File: src/rtl/led_pattern_pkg.sv
// led_pattern_pkg
//   Shared types and helpers for the multi-channel LED pattern generator.
//   - led_mode_e : per-channel operating mode (2 bits, encoding matches i_mode)
//   - calc_div   : prescaler divide ratio from clock and tick rates
package led_pattern_pkg;

  typedef enum logic [1:0] {
    LED_OFF   = 2'd0,
    LED_ON    = 2'd1,
    LED_BLINK = 2'd2,
    LED_BURST = 2'd3
  } led_mode_e;

  // Integer divide of the input clock down to the tick rate. A tick rate
  // above the clock rate (or a nonsensical zero) collapses to DIV=1, i.e. a
  // tick on every clock, rather than producing a zero-length counter.
  function automatic int calc_div(input int clk_hz, input int tick_hz);
    if (tick_hz <= 0 || clk_hz < tick_hz) return 1;
    return clk_hz / tick_hz;
  endfunction

endpackage

File: src/rtl/led_pattern_chan.sv
// led_pattern_chan
//   One LED channel: holds mode/period/duty/phase/remaining and produces a
//   registered LED drive. Phase advances only on i_tick while in BLINK or
//   BURST; a write on the same edge as a tick takes priority and the tick is
//   dropped for this channel.
// Ports:
//   i_clk, i_reset_n   clock, synchronous active-low reset
//   i_tick             one-cycle prescaler pulse
//   i_wr               config write aimed at this channel
//   i_mode/i_period/i_duty/i_count  config fields latched on i_wr
//   o_led              registered LED drive
//   o_busy             high while a BURST is still running
module led_pattern_chan
  import led_pattern_pkg::*;
#(
  parameter int CW = 16,
  parameter int BW = 8
) (
  input  logic          i_clk,
  input  logic          i_reset_n,
  input  logic          i_tick,
  input  logic          i_wr,
  input  logic [1:0]    i_mode,
  input  logic [CW-1:0] i_period,
  input  logic [CW-1:0] i_duty,
  input  logic [BW-1:0] i_count,
  output logic          o_led,
  output logic          o_busy
);

  led_mode_e     mode_q,   mode_d;
  logic [CW-1:0] period_q, period_d;
  logic [CW-1:0] duty_q,   duty_d;
  logic [CW-1:0] phase_q,  phase_d;
  logic [BW-1:0] rem_q,    rem_d;
  logic          led_q,    led_d;
  logic          busy_q,   busy_d;

  logic [CW-1:0] p_last;
  logic [CW-1:0] phase_n;
  logic          wrap;
  led_mode_e     wr_mode;

  assign wr_mode = led_mode_e'(i_mode);

  // Period 0 behaves as period 1, so the last phase index is 0 in both cases.
  // Using >= rather than == keeps the counter bounded even if phase ever sits
  // beyond the last index.
  always_comb begin
    p_last  = (period_q == '0) ? '0 : period_q - CW'(1);
    wrap    = (phase_q >= p_last);
    phase_n = wrap ? '0 : phase_q + CW'(1);
  end

  always_comb begin
    mode_d   = mode_q;
    period_d = period_q;
    duty_d   = duty_q;
    phase_d  = phase_q;
    rem_d    = rem_q;
    led_d    = led_q;
    busy_d   = busy_q;

    if (i_wr) begin
      mode_d   = wr_mode;
      period_d = i_period;
      duty_d   = i_duty;
      phase_d  = '0;
      rem_d    = '0;
      busy_d   = 1'b0;
      case (wr_mode)
        LED_OFF:   led_d = 1'b0;
        LED_ON:    led_d = 1'b1;
        LED_BLINK: led_d = (i_duty != '0);
        LED_BURST: begin
          if (i_count == '0) begin
            // An empty burst is stored as plain OFF.
            mode_d = LED_OFF;
            led_d  = 1'b0;
          end else begin
            rem_d  = i_count;
            busy_d = 1'b1;
            led_d  = (i_duty != '0);
          end
        end
        default:   led_d = 1'b0;
      endcase
    end else if (i_tick && (mode_q == LED_BLINK || mode_q == LED_BURST)) begin
      phase_d = phase_n;
      led_d   = (phase_n < duty_q);
      if (mode_q == LED_BURST && wrap) begin
        rem_d = rem_q - BW'(1);
        // Last period done: LED, busy and mode all drop on this same edge.
        if (rem_q == BW'(1)) begin
          mode_d = LED_OFF;
          led_d  = 1'b0;
          busy_d = 1'b0;
        end
      end
    end
  end

  always_ff @(posedge i_clk) begin
    if (!i_reset_n) begin
      mode_q   <= LED_OFF;
      period_q <= '0;
      duty_q   <= '0;
      phase_q  <= '0;
      rem_q    <= '0;
      led_q    <= 1'b0;
      busy_q   <= 1'b0;
    end else begin
      mode_q   <= mode_d;
      period_q <= period_d;
      duty_q   <= duty_d;
      phase_q  <= phase_d;
      rem_q    <= rem_d;
      led_q    <= led_d;
      busy_q   <= busy_d;
    end
  end

  assign o_led  = led_q;
  assign o_busy = busy_q;

endmodule

File: src/rtl/led_pattern_gen.sv
// led_pattern_gen
//   Multi-channel LED pattern generator. A shared prescaler divides i_clk to
//   TICK_HZ; each of NCHAN channels runs OFF / ON / BLINK / BURST from its own
//   latched config.
// Ports:
//   i_clk, i_reset_n   clock, synchronous active-low reset
//   i_wr, i_chan       one-cycle config write strobe and target channel
//   i_mode             0=OFF 1=ON 2=BLINK 3=BURST
//   i_period, i_duty   period and on-time in ticks (period 0 acts as 1)
//   i_count            burst length in periods
//   o_tick             one-cycle prescaler pulse
//   o_led, o_busy      per-channel registered LED drive / burst-active flag
module led_pattern_gen
  import led_pattern_pkg::*;
#(
  parameter  int CLOCK_RATE_HZ = 100_000_000,
  parameter  int TICK_HZ       = 1000,
  parameter  int NCHAN         = 4,
  parameter  int CW            = 16,
  parameter  int BW            = 8,
  localparam int CHW           = (NCHAN > 1) ? $clog2(NCHAN) : 1
) (
  input  logic             i_clk,
  input  logic             i_reset_n,
  input  logic             i_wr,
  input  logic [CHW-1:0]   i_chan,
  input  logic [1:0]       i_mode,
  input  logic [CW-1:0]    i_period,
  input  logic [CW-1:0]    i_duty,
  input  logic [BW-1:0]    i_count,
  output logic             o_tick,
  output logic [NCHAN-1:0] o_led,
  output logic [NCHAN-1:0] o_busy
);

  localparam int DIV = calc_div(CLOCK_RATE_HZ, TICK_HZ);
  localparam int PW  = (DIV > 1) ? $clog2(DIV) : 1;
  localparam logic [PW-1:0] DIV_LAST = PW'(DIV - 1);

  logic [PW-1:0]    presc_q;
  logic             tick_q;
  logic [NCHAN-1:0] wr_en;

  // Tick is registered: it is high for the cycle after the counter held
  // DIV-1. With DIV=1 the counter sits at 0 and the tick stays high.
  always_ff @(posedge i_clk) begin
    if (!i_reset_n) begin
      presc_q <= '0;
      tick_q  <= 1'b0;
    end else if (presc_q == DIV_LAST) begin
      presc_q <= '0;
      tick_q  <= 1'b1;
    end else begin
      presc_q <= presc_q + PW'(1);
      tick_q  <= 1'b0;
    end
  end

  assign o_tick = tick_q;

  // Channels consume the registered tick, so LED edges land one clock after
  // the o_tick pulse. A channel index at or above NCHAN matches no decode
  // term and the write falls on the floor.
  for (genvar g = 0; g < NCHAN; g++) begin : g_chan
    assign wr_en[g] = i_wr && (i_chan == CHW'(g));

    led_pattern_chan #(
      .CW (CW),
      .BW (BW)
    ) u_chan (
      .i_clk     (i_clk),
      .i_reset_n (i_reset_n),
      .i_tick    (tick_q),
      .i_wr      (wr_en[g]),
      .i_mode    (i_mode),
      .i_period  (i_period),
      .i_duty    (i_duty),
      .i_count   (i_count),
      .o_led     (o_led[g]),
      .o_busy    (o_busy[g])
    );
  end

endmodule
File: config.mk
export PLATFORM = sky130hd
export DESIGN_NAME = led_pattern_gen
export DESIGN_NICKNAME = d
export VERILOG_FILES = /design/src/rtl/led_pattern_pkg.sv /design/src/rtl/led_pattern_chan.sv /design/src/rtl/led_pattern_gen.sv
export SDC_FILE = /design/constraint.sdc
export NUM_CORES = 1
export LEC_CHECK = 0
export CORE_UTILIZATION = 41
export CTS_BUF_LIST = sky130_fd_sc_hd__clkbuf_16
export CTS_CLUSTER_DIAMETER = 150
export DETAILED_ROUTE_END_ITERATION = 12
export PLACE_DENSITY = 0.67
export SLEW_MARGIN = 25
export SYNTH_ARGS = -nofsm -noshare
export SYNTH_HDL_FRONTEND = slang
export SYNTH_SLANG_ARGS = --single-unit
export TNS_END_PERCENT = 50
File: constraint.sdc
create_clock -name i_clk -period 5.45 [get_ports i_clk]
set_clock_uncertainty 0.15 [all_clocks]
set_input_delay 0.545 -clock i_clk [delete_from_list [all_inputs] [get_ports i_clk]]
set_output_delay 0.545 -clock i_clk [all_outputs]
set_load 0.01 [all_outputs]
==> After elaboration in Yosys (flattened, before gate mapping) <==
Index checks and enable logic that the tools add are counted.
{ "op_classes": {"add_sub_neg": 13, "order_cmp": 8, "n_eq_ne": 19, "muxes": 77, "bitwise_logic": 1, "n_reduce_logical": 49} }
{ "ops": {"columns": ["cell", "count"], "rows": [
  ["$mux 16", 8],
  ["$mux 8", 14],
  ["$add 16x1->16 const B", 4],
  ["$ge 16x16->1", 4],
  ["$logic_not 16->1", 4],
  ["$lt 16x16->1", 4],
  ["$sub 16x1->16 const B", 4],
  ["$mux 1", 36],
  ["$mux 2", 18],
  ["$eq 8x1->1 const B", 4],
  ["$sub 8x1->8 const B", 4],
  ["$eq 2x2->1 const B", 12],
  ["$reduce_bool 2->1", 12],
  ["$add 17x1->17 const B", 1],
  ["$eq 17x17->1 const B", 1],
  ["$reduce_bool 16->1", 1],
  ["$logic_and 1x1->1", 12],
  ["$reduce_and 3->1", 4],
  ["$reduce_or 2->1", 5],
  ["$logic_not 8->1", 1],
  ["$reduce_and 2->1", 4],
  ["$eq 2x1->1 const B", 2],
  ["$logic_not 2->1", 2],
  ["$logic_or 1x1->1", 4],
  ["other kinds (2)", 2]
]} }
{ "word_totals": {"ff_bits": 258, "inputBits": 47, "output_inout_bits": 9, "word_cells": 197} }

==> Longest topological paths before layout <==
Gate-level depths: netlist of run 1.
{ "depth": {"depth_word": 9, "ltp_mapped": 22} }

==> Hierarchy <==
From an unflattened synthesis of run 1, not the netlist that was laid out.
{ "hier_totals": {"hier_cells": 2127, "area_unflattened_um2": 17500.5} }
{ "by_module_without_submodules": {"columns": ["mod", "n_inst", "cells_each", "area_per_inst_um2"], "rows": [
  ["led_pattern_chan (g_chan[0].u_chan ...)", 2, 509, 4180.3],
  ["led_pattern_chan (g_chan[1].u_chan)", 1, 508, 4161.5],
  ["led_pattern_chan (g_chan[3].u_chan)", 1, 507, 4150.2],
  ["led_pattern_gen", 1, 94, 828.3]
]} }

==> Worst setup path after synthesis of run 1 <==
Ideal clock, no wire load.
{ "synth_timing": {"path_type": "register to register", "from": "register g_chan[2].u_chan.period_q[6]", "to": "register g_chan[2].u_chan.led_q", "setup_ps": 101, "t_arrival_ps": 4688, "required_time_ps": 5199, "path_slack_ps": 511, "stages_incl_launch_ff": 21, "path_buffers": 2, "synth_period_minus_slack_ps": 4939, "path_cell_list": "dfxtp_1 -> or4_1 -> nor4_1 -> nand2b_1 -> or3_1 -> nor3_1 -> a21oi_1 -> ha_1 -> nand4_1 -> a211oi_1 -> a32oi_1 -> nand2_1 -> clkbuf_1 -> buf_1 -> nor2_1 -> ha_1 -> a21o_1 -> a221oi_1 -> nor4b_1 -> o21ai_0 -> o41ai_1"} }
{ "synth_between": {"elab_chain_cells": 9, "elab_cells_between_ends": 11, "classes_between": "add/sub (1); order compare (2); mux (6); reduce/logical (2)"} }
{ "synth_rtl": {"columns": ["element", "line", "source"], "rows": [
  ["start: declaration", "led_pattern_chan.sv:32", "logic [CW-1:0] period_q, period_d;"],
  ["start signal: assignment", "led_pattern_chan.sv:114", "period_q <= period_d;"],
  ["$sub 16x1->16 or $logic_not 16->1 (tied branches)", "led_pattern_chan.sv:50", "p_last = (period_q == '0) ? '0 : period_q - CW'(1);"],
  ["$mux 16 (*)", "led_pattern_chan.sv:50", null],
  ["$ge 16x16->1 (*)", "led_pattern_chan.sv:51", "wrap = (phase_q >= p_last);"],
  ["$mux 16 (*)", "led_pattern_chan.sv:52", "phase_n = wrap ? '0 : phase_q + CW'(1);"],
  ["net g_chan[2].u_chan.phase_n[5]", "led_pattern_chan.sv:40", "logic [CW-1:0] phase_n;"],
  ["$lt 16x16->1 (*)", "led_pattern_chan.sv:90", "led_d = (phase_n < duty_q);"],
  ["$mux 1", "led_pattern_chan.sv:94", "if (rem_q == BW'(1)) begin"],
  ["$mux 1 (*)", "led_pattern_chan.sv:91", "if (mode_q == LED_BURST && wrap) begin"],
  ["$mux 1 (*)", "led_pattern_chan.sv:88", "end else if (i_tick && (mode_q == LED_BLINK || mode_q == LED_BURST)) begin"],
  ["$mux 1 (*)", "led_pattern_chan.sv:64", "if (i_wr) begin"],
  ["end signal: assignment", "led_pattern_chan.sv:118", "led_q <= led_d;"],
  ["end: declaration", "led_pattern_chan.sv:36", "logic led_q, led_d;"]
]} }
Mark *: on every way through the listed nets, which the timed path passes. The rest lies on a longest branch. The select of a mux whose other input is x is not followed.
A chain may end at the register's enable or synchronous reset.

==> Worst setup path in the final report of run 1 <==
{ "layout_timing": {"from": "register g_chan[0].u_chan.period_q[8]", "to": "register g_chan[0].u_chan.led_q"} }
{ "layout_between": {"elab_chain_cells": 9, "elab_cells_between_ends": 11, "classes_between": "add/sub (1); order compare (2); mux (6); reduce/logical (2)"} }
{ "layout_rtl": {"columns": ["element", "line"], "rows": [
  ["start: declaration", "led_pattern_chan.sv:32"],
  ["start signal: assignment", "led_pattern_chan.sv:114"],
  ["$sub 16x1->16 or $logic_not 16->1 (tied branches)", "led_pattern_chan.sv:50"],
  ["$mux 16 (*)", "led_pattern_chan.sv:50"],
  ["$ge 16x16->1 (*)", "led_pattern_chan.sv:51"],
  ["$mux 16 (*)", "led_pattern_chan.sv:52"],
  ["net g_chan[0].u_chan.phase_n[4]", "led_pattern_chan.sv:40"],
  ["$lt 16x16->1 (*)", "led_pattern_chan.sv:90"],
  ["$mux 1", "led_pattern_chan.sv:94"],
  ["$mux 1 (*)", "led_pattern_chan.sv:91"],
  ["$mux 1 (*)", "led_pattern_chan.sv:88"],
  ["$mux 1 (*)", "led_pattern_chan.sv:64"],
  ["end signal: assignment", "led_pattern_chan.sv:118"],
  ["end: declaration", "led_pattern_chan.sv:36"]
]} }
Marked as above.

==> PnR_summary.wiki, run 1 <==
{| class="wikitable"
! Metric !! Value
|-
| Routed len/inst || between 15 and 20 um
|-
| Startpoint type of the worst setup path || register
|-
| Count of different cell masters after synthesis || 68
|-
| CTS Buffer Depth || 3
|-
| Top cells by area in the synthesized netlist || sky130_fd_sc_hd__dfxtp_1, sky130_fd_sc_hd__ha_1, sky130_fd_sc_hd__nand2_1
|-
| Cts bufs inserted || 29
|-
| Number of filler cells placed in the layout || ~3800
|-
| Fraction of post-synthesis cell area in the top cell type by area || between 30% and 40%
|-
| Boundary Pins || 56
|-
| Most common cell type on the critical path || sky130_fd_sc_hd__a21oi_1
|-
| Number of cells on the worst hold path || 2
|-
| Critical path depth || 18
|-
| CP required || between 5000 and 6000 ps
|-
| Global-route usage over all layers || around a quarter
|-
| Layout Cells excl Fill || 2691
|-
| Global-route congestion overflow total || 0
|-
| Combinational family with the most area after synthesis || simple AND/OR/NAND/NOR gates
|-
| Share of layout cells above drive strength 1 || under 10%
|-
| Arrival time of the worst setup path || 5370 ps
|-
| Vias per cell || just under 6
|-
| Async SR Flop Fraction || 0%
|-
| Area inside the core boundary || between 30000 and 40000 um^2
|-
| HPWL after detailed placement || approximately 35000 um
|-
| CTS tree || built
|-
| Final slew viol count || 0
|-
| Post-Synthesis Cell Area || about 16000 um^2
|-
| Arithmetic-cell share of the synthesized area counting full adders, half adders and majority gates || between 10% and 20%
|-
| Flip-flop and latch count after synthesis || around 260
|-
| Outcome || completed
|-
| H-Tree Level Count || 1
|-
| Die width || 201 um
|-
| Clock Tree Root || sky130_fd_sc_hd__clkbuf_16
|-
| Sequential fraction of the synthesis area || between 30% and 40%
|-
| Largest delay share family, worst path || simple AND/OR/NAND/NOR gates
|-
| Placement Cell Area || about 17000 um^2
|-
| Worst-path maximum fanout || 14
|-
| Power Dens Cells || about 260 nW/um^2
|-
| Initial antenna violation count || 3
|-
| Post-synthesis compound-gate area fraction || 18.0%
|-
| Worst R2R Setup Slack || 410 ps
|-
| Least setup slack across all paths after layout || 405 ps
|-
| Peak ir drop on the vdd network || a little under 0.3 mV
|-
| Post-placement worst setup slack || approximately 280 ps
|-
| Worst hold path startpoint || g_chan[3].u_chan.duty_q[3]$_SDFFE_PN0P_
|-
| Detailed Routing Iterations Pass 1 || 5
|-
| Endpoint of the worst hold-timing path || g_chan[3].u_chan.duty_q[3]$_SDFFE_PN0P_
|-
| Setup repair after global routing missed its margin || false
|-
| Cells traversed along the worst timing path || or4_1, nor4_1, nand4b_1, and2_1, ha_1, nand2b_1, a2111oi_0, o32a_1, nand2_1, buf_4, a21oi_1, ha_1, a21oi_1, o21ai_0, o21ai_0, nor3_1, a21oi_1, a32o_1
|-
| Syn_nets || 2346
|-
| Post-CTS clock slew at the launch and capture registers of the worst setup and hold paths || 60 ps
|-
| Post-layout minimum cycle time || between 5000 and 6000 ps
|-
| Drt initial violations || around 1400
|-
| Reg2Reg Depth || 18
|-
| Full die area || approximately 40000 um^2
|-
| Start point of the critical path || g_chan[0].u_chan.period_q[8]$_SDFFE_PN0P_
|-
| Wire length of the first global-routing pass || between 70000 and 80000 um
|-
| Area added between synthesis and finish || 12.2%
|-
| Layout Nets || between 2000 and 2500
|-
| Total number of yosys warnings || 0
|-
| Number of antenna repair diodes || 0
|-
| Vertical die dimension || approximately 200 um
|-
| Final-report hold violation count || 0
|-
| Startpoint of the worst-slack reg-to-reg timing path || g_chan[0].u_chan.period_q[8]$_SDFFE_PN0P_
|-
| Total leakage power || 0.00694 uW
|-
| Routability-driven placement congestion ratio || ~0.91
|-
| Std-Cell Rows || between 70 and 80
|-
| Fin crit share || 92.6%
|-
| Multiplexer area fraction after synthesis || less than 1%
|-
| Count of max-cap constraint violations || 0
|-
| Via count of the first global-routing pass || around 14000
|-
| Design Area, Final || approximately 18000 um^2
|-
| Synthesized instance count || 2154
|-
| Number of clock sinks seen by CTS || 258
|-
| Tightest Pin Transition || 1020 ps
|-
| Number of cells in the design after placement || between 2000 and 3000
|-
| Synth Area per Inst || approximately 7.5 um^2
|-
| Effective utilization at floorplan || 41.8%
|-
| Maximum frequency from static timing analysis || between 150 and 200 MHz
|-
| Hold/Removal Path Class || register to register
|-
| Residual antenna-violating net count after detailed routing || 0
|-
| Final Util || a little under half
|-
| Clock insertion delay at the later pin of the skew report || approximately 600 ps
|-
| Final total negative setup slack || 0 ps
|-
| Count leader, synth || sky130_fd_sc_hd__nand2_1
|-
| Drc violations || 0
|-
| Total of endpoints with negative setup slack in the final report || 0
|-
| Critical path type || register to register
|-
| Dominant cell type by area after synthesis || sky130_fd_sc_hd__dfxtp_1
|-
| Synthesized-area fraction occupied by xor and xnor cells || 7.07%
|-
| Largest incremental delay on the critical path || 600 ps
|-
| Kind of end point of the critical path || register
|-
| Cell types with the highest counts after synthesis || sky130_fd_sc_hd__nand2_1, sky130_fd_sc_hd__dfxtp_1, sky130_fd_sc_hd__a21oi_1
|-
| Critical-path cell with the highest stage delay || sky130_fd_sc_hd__or4_1
|-
| IO buf count || 55
|-
| Post-Synth Simple-Gate Area || a little over a quarter
|-
| Buffer and inverter count on the worst path || 1
|-
| Pin count of the biggest net entering global routing || 69
|-
| Via count of the routed design || 15604
|-
| Number of enable-type register cells in the synthesized netlist || 0
|-
| Main flop type after synthesis || sky130_fd_sc_hd__dfxtp_1
|-
| Capturing point of the worst reg2reg path || g_chan[0].u_chan.o_led$_SDFFE_PN0P_
|-
| Slew headroom || between 30% and 40%
|-
| Total wire length after detailed routing || 49300 um
|}
==> through the flow <==
step | hold WS [ps] | total power, uW
floorplan | 280 | 2510
global placement | 294 | 2720
detailed placement | 297 | 2750
CTS | 306 | 4850
global route | 317 | 5010
finish | 304 | 4820
==> worst max-delay path by stage <==
stage | to | slack, ps
2_1_floorplan | g_chan[2].u_chan.o_led$_SDFFE_PN0P_ | 510
3_3_place_gp | g_chan[0].u_chan.o_led$_SDFFE_PN0P_ | 580
3_5_place_dp | g_chan[3].u_chan.o_led$_SDFFE_PN0P_ | 280
4_1_cts | g_chan[3].u_chan.o_led$_SDFFE_PN0P_ | 250
5_1_grt | g_chan[0].u_chan.o_led$_SDFFE_PN0P_ | 40
6_report | g_chan[0].u_chan.o_led$_SDFFE_PN0P_ | 410
==> routing by layer <==
layer	up-vias	share of wire [%]	track usage (%)
met5	-	0.14	0.714
met4	6	3.6	8.26
met3	100	8.1	4.56
met2	544	44	37.6
met1	7393	44	32.4
li1	7561	-	-
==> registers in the layout, indices dropped and copies added, names as in the netlist <==
register	count
presc_q	17
g_chan.u_chan.duty_q	64
g_chan.u_chan.period_q	64
g_chan.u_chan.phase_q	64
o_tick	1
g_chan.u_chan.o_busy	4
g_chan.u_chan.o_led	4
g_chan.u_chan.mode_q	8
g_chan.u_chan.rem_q	32
==> worst min-delay path, stage by stage, from the launching register on <==
cell and delay [ps]:
sky130_fd_sc_hd__dfxtp_1 310, sky130_fd_sc_hd__nand2_1 50, sky130_fd_sc_hd__a21oi_1 50
==> placed cells by master (no fill, tap or decap), types with 33 or more instances in the layout <==
| cell | n |
|---|---|
| sky130_fd_sc_hd__xnor2_1 | 61 |
| sky130_fd_sc_hd__a21oi_1 | 225 |
| sky130_fd_sc_hd__o21ai_0 | 92 |
| sky130_fd_sc_hd__nor3_1 | 38 |
| sky130_fd_sc_hd__clkdlybuf4s50_1 | 55 |
| sky130_fd_sc_hd__nand3_1 | 72 |
| sky130_fd_sc_hd__nor4_1 | 33 |
| sky130_fd_sc_hd__and3_1 | 33 |
| sky130_fd_sc_hd__nand2_1 | 439 |
| sky130_fd_sc_hd__ha_1 | 145 |
| sky130_fd_sc_hd__xor2_1 | 70 |
| sky130_fd_sc_hd__inv_1 | 103 |
| sky130_fd_sc_hd__nor2_1 | 146 |
| sky130_fd_sc_hd__dfxtp_1 | 258 |
==> what timing repair did <==
action | in CTS | in global routing
resized for setup | 0 | 9
hold buffers | 0 | 0
buffers inserted | 0 | 0
endpoints found under the setup margin | 0 | 3
==> area by class of cell <==
cell class                 count  area [um^2]  area share (%)
clock buffer                  29          726            3.98
sequential                   258         5160            28.3
inverter                     100          378            2.07
timing repair buffer          83          764            4.19
clock inverter                25          284            1.56
multi-input combinational   1678        10300            56.3
tap                          518          648            3.56
==> where the power goes <==
| part | internal, uW | switching [uW] | leakage (uW) |
|---|---|---|---|
| registers | 1930 | 42.0 | 0.00209 |
| clock network | 1250 | 851 | 0.000512 |
| logic | 278 | 467 | 0.00434 |
==> cells by family (layout without fill, tap and decap cells) <==
group	Yosys count	after routing
mux	4	4
compound gates	476	476
simple gates	922	922
buf+inv	218	237
fa+ha+maj	145	145
flops	258	258
xor+xnor	131	131
No activity file was read; power rests on OpenSTA's default activity.
==> run 2: changes to the inputs <==
MAX_ROUTING_LAYER = met4   (was not set)
SYNTH_HIERARCHICAL = 1   (was not set)
==> PnR_summary.wiki, run 2 <==
{| class="wikitable"
! Metric !! Value
|-
| Outcome || completed (unchanged)
|-
| Cell types with the highest counts after synthesis || sky130_fd_sc_hd__dfxtp_1, sky130_fd_sc_hd__nand2_1, sky130_fd_sc_hd__nor2_1 (was sky130_fd_sc_hd__nand2_1, sky130_fd_sc_hd__dfxtp_1, sky130_fd_sc_hd__a21oi_1)
|-
| Post-layout minimum cycle time || 5010 ps (was 5040 ps)
|-
| Routed len/inst || 18.5 um (was 18.3 um)
|-
| Buffer and inverter count on the worst path || 1 (unchanged)
|-
| Syn_nets || 2319 (was 2346)
|-
| Vertical die dimension || 209 um (was 201 um)
|-
| Total leakage power || 0.00758 uW (was 0.00694 uW)
|-
| Cts bufs inserted || 30 (was 29)
|-
| Std-Cell Rows || 75 (was 72)
|-
| Arrival time of the worst setup path || 5320 ps (was 5370 ps)
|-
| Maximum frequency from static timing analysis || 200 MHz (was 198 MHz)
|-
| Pin count of the biggest net entering global routing || 95 (was 69)
|-
| Number of filler cells placed in the layout || 4051 (was 3844)
|-
| Post-Synthesis Cell Area || 17500 um^2 (was 16200 um^2)
|-
| Async SR Flop Fraction || 0% (unchanged)
|-
| Total wire length after detailed routing || 49800 um (was 49300 um)
|-
| Critical-path cell with the highest stage delay || sky130_fd_sc_hd__or4_1 (unchanged)
|-
| Via count of the first global-routing pass || 15099 (was 14351)
|-
| Synthesized instance count || 2127 (was 2154)
|-
| Die width || 209 um (was 201 um)
|-
| IO buf count || 55 (unchanged)
|-
| Count leader, synth || sky130_fd_sc_hd__dfxtp_1 (was sky130_fd_sc_hd__nand2_1)
|-
| Sequential fraction of the synthesis area || 29.5% (was 31.8%)
|-
| Top flop regs || g_chan.u_chan/duty_q (64), g_chan.u_chan/period_q (64), g_chan.u_chan/phase_q (64) (was g_chan.u_chan.duty_q (64), g_chan.u_chan.period_q (64), g_chan.u_chan.phase_q (64))
|-
| Final-report hold violation count || 0 (unchanged)
|-
| Power Dens Cells || 250 nW/um^2 (was 265 nW/um^2)
|-
| CTS Buffer Depth || 3 (unchanged)
|-
| Leading cell type in the layout, fill and taps excluded || sky130_fd_sc_hd__dfxtp_1 (was sky130_fd_sc_hd__nand2_1)
|-
| Worst-path maximum fanout || 20 (was 14)
|-
| Number of cells in the design after placement || 2638 (was 2637)
|-
| Main flop type after synthesis || sky130_fd_sc_hd__dfxtp_1 (unchanged)
|-
| Design Area, Final || 19400 um^2 (was 18200 um^2)
|-
| Setup repair after global routing missed its margin || false (unchanged)
|-
| Vias per cell || 5.77 (was 5.80)
|-
| Final total negative setup slack || 0 ps (unchanged)
|-
| Detailed Routing Iterations Pass 1 || 5 (unchanged)
|-
| Storage element area || 5160 um^2 (unchanged)
|-
| Final slew viol count || 0 (unchanged)
|-
| Slew headroom || 39.5% (was 31.7%)
|-
| H-Tree Level Count || 1 (unchanged)
|-
| Clock Tree Root || sky130_fd_sc_hd__clkbuf_16 (unchanged)
|-
| Count of different cell masters after synthesis || 56 (was 68)
|-
| Largest delay share family, worst path || compound AO/OA/AOI/OAI gates (was simple AND/OR/NAND/NOR gates)
|-
| Number of clock sinks seen by CTS || 258 (unchanged)
|-
| Largest incremental delay on the critical path || 580 ps (was 600 ps)
|-
| Initial antenna violation count || 4 (was 3)
|-
| Residual antenna-violating net count after detailed routing || 0 (unchanged)
|-
| Flip-flop and latch count after synthesis || 258 (unchanged)
|-
| Startpoint type of the worst setup path || register (unchanged)
|-
| Count of max-cap constraint violations || 0 (unchanged)
|-
| Area added between synthesis and finish || 10.9% (was 12.2%)
|-
| Drc violations || 0 (unchanged)
|-
| Post-CTS clock slew at the launch and capture registers of the worst setup and hold paths || 60 ps (about the same)
|-
| Total of endpoints with negative setup slack in the final report || 0 (unchanged)
|-
| Critical path type || register to register (unchanged)
|-
| Kind of end point of the critical path || register (unchanged)
|-
| Layout Nets || 2326 (was 2342)
|-
| Fin crit share || 91.9% (was 92.6%)
|-
| Total number of yosys warnings || 6 (was 0)
|-
| Via count of the routed design || 15559 (was 15604)
|-
| Placement Cell Area || 18400 um^2 (was 17200 um^2)
|-
| Global-route congestion overflow total || 0 (unchanged)
|-
| Fraction of post-synthesis cell area in the top cell type by area || 29.5% (was 31.8%)
|-
| Full die area || 43500 um^2 (was 40400 um^2)
|-
| Layout Cells excl Fill || 2696 (was 2691)
|-
| Top cells by area in the synthesized netlist || sky130_fd_sc_hd__dfxtp_1, sky130_fd_sc_hd__ha_1, sky130_fd_sc_hd__mux2i_1 (was sky130_fd_sc_hd__dfxtp_1, sky130_fd_sc_hd__ha_1, sky130_fd_sc_hd__nand2_1)
|-
| CP required || 5760 ps (was 5770 ps)
|-
| Number of enable-type register cells in the synthesized netlist || 0 (unchanged)
|-
| Synth Area per Inst || 8.23 um^2 (was 7.54 um^2)
|-
| Post-CTS Resized || 0 (unchanged)
|-
| Most frequent cells in the layout || sky130_fd_sc_hd__dfxtp_1, sky130_fd_sc_hd__nand2_1, sky130_fd_sc_hd__nor2_1 (was sky130_fd_sc_hd__nand2_1, sky130_fd_sc_hd__dfxtp_1, sky130_fd_sc_hd__a21oi_1)
|-
| Share of layout cells above drive strength 1 || 5.15% (was 5.48%)
|-
| Effective utilization at floorplan || 41.6% (was 41.8%)
|-
| Dominant cell type by area after synthesis || sky130_fd_sc_hd__dfxtp_1 (unchanged)
|-
| Clock insertion delay at the later pin of the skew report || 570 ps (was 600 ps)
|-
| Tightest Pin Transition || 908 ps (was 1020 ps)
|-
| Peak ir drop on the vdd network || 0.256 mV (was 0.296 mV)
|-
| CTS tree || built (unchanged)
|-
| Hold/Removal Path Class || register to register (unchanged)
|-
| Wire length of the first global-routing pass || 79800 um (was 77600 um)
|-
| Drt initial violations || 1514 (was 1423)
|-
| Count of hold-fix buffers inserted at cts || 0 (unchanged)
|-
| Global-route usage over all layers || 23.1% (was 23.9%)
|-
| HPWL after detailed placement || 35100 um (about the same)
|-
| Cells traversed along the worst timing path || or4_1, nor2_1, nand2_1, nor3_1, xor2_1, nand2_1, ha_1, a21o_1, a21o_1, a221o_1, a21o_1, buf_4, a21oi_1, ha_1, a211oi_1, o21ai_0, nand2_1, o2111ai_1, o41ai_1 (was or4_1, nor4_1, nand4b_1, and2_1, ha_1, nand2b_1, a2111oi_0, o32a_1, nand2_1, buf_4, a21oi_1, ha_1, a21oi_1, o21ai_0, o21ai_0, nor3_1, a21oi_1, a32o_1)
|-
| Boundary Pins || 56 (unchanged)
|-
| Multi-input logic area || 11500 um^2 (was 10300 um^2)
|-
| Area inside the core boundary || 42000 um^2 (was 38800 um^2)
|-
| Routability-driven placement congestion ratio || 0.907 (was 0.906)
|}
## run 2: cell count changes after synthesis, sizes merged, moves of 18 or more
| cell | delta |
|---|---|
| a211oi | +21 |
| a31o | -18 |
| a21oi | -153 |
| nor4 | +24 |
| a21o | +26 |
| clkbuf | -23 |
| nor2b | +139 |
| mux2i | +136 |
| nand2 | -219 |
| o21ai | -38 |
| nor3 | +27 |
## run 2: per-layer routing
metal	track usage [%]	wire length [um]	vias up
li1	-	-	7636
met1	28.7	21600	7366
met3	2.75	2770	103
met4	7.63	1550	0
met2	38.9	23900	454
met5	-	0	-
## run 2: kinds of logic after synthesis
logic type      Yosys count  synth area share (%)
flops                   258                  29.5
simple gates            924                  27.4
compound gates          344                  14.0
fa+ha+maj               145                  10.4
xor+xnor                119                  5.96
buf+inv                 199                  4.82
mux                     138                  7.89
## run 2: per-stage QoR
| stage | worst slack (ps) | utilization [%] | total power, uW | hold WS (ps) |
|---|---|---|---|---|
| 6_report | 440 | 46.2 | 4850 | 351 |
| 5_1_grt | 38.6 | 46.2 | 5060 | 386 |
| 4_1_cts | 468 | 46.1 | 4880 | 361 |
| 3_5_place_dp | 500 | 43.8 | 2850 | 348 |
| 3_3_place_gp | 631 | 43.8 | 2820 | 331 |
| 2_1_floorplan | 792 | - | 2600 | 303 |
## run 2: path summary, 6_finish.rpt
kind	from	endpoint	slack [ps]	cells past startpoint
worst max-delay path	g_chan[2].u_chan/period_q[3]$_SDFFE_PN0P_	g_chan[2].u_chan/o_led$_SDFFE_PN0P_	440	19
worst min-delay path	presc_q[0]$_SDFF_PP0_	presc_q[0]$_SDFF_PP0_	350	1
worst max register to register	g_chan[2].u_chan/period_q[3]$_SDFFE_PN0P_	g_chan[2].u_chan/o_led$_SDFFE_PN0P_	440	19
worst min register to register	presc_q[0]$_SDFF_PP0_	presc_q[0]$_SDFF_PP0_	350	1
## run 2: repair_timing
action                     4_1_cts  5_1_grt
hold endpoints to repair         0        0
buffers inserted                 0        3
setup endpoints to repair        0        1
## run 2: final cells by class
class	instances	area share (%)
Timing Repair Buffer	78	3.71
Multi-Input combinational cell	1670	59.3
Inverter	96	1.86
Clock inverter	22	1.01
Tap cell	539	3.47
Clock buffer	31	4.00
Sequential cell	258	26.6
Antenna cell	2	0.0258
## run 2: where the power goes
group          switching [uW]  total, uW  internal (uW)
Clock                     821       2020           1200
Sequential               52.9       1990           1940
Combinational             482        838            355
Total                    1360       4850           3490
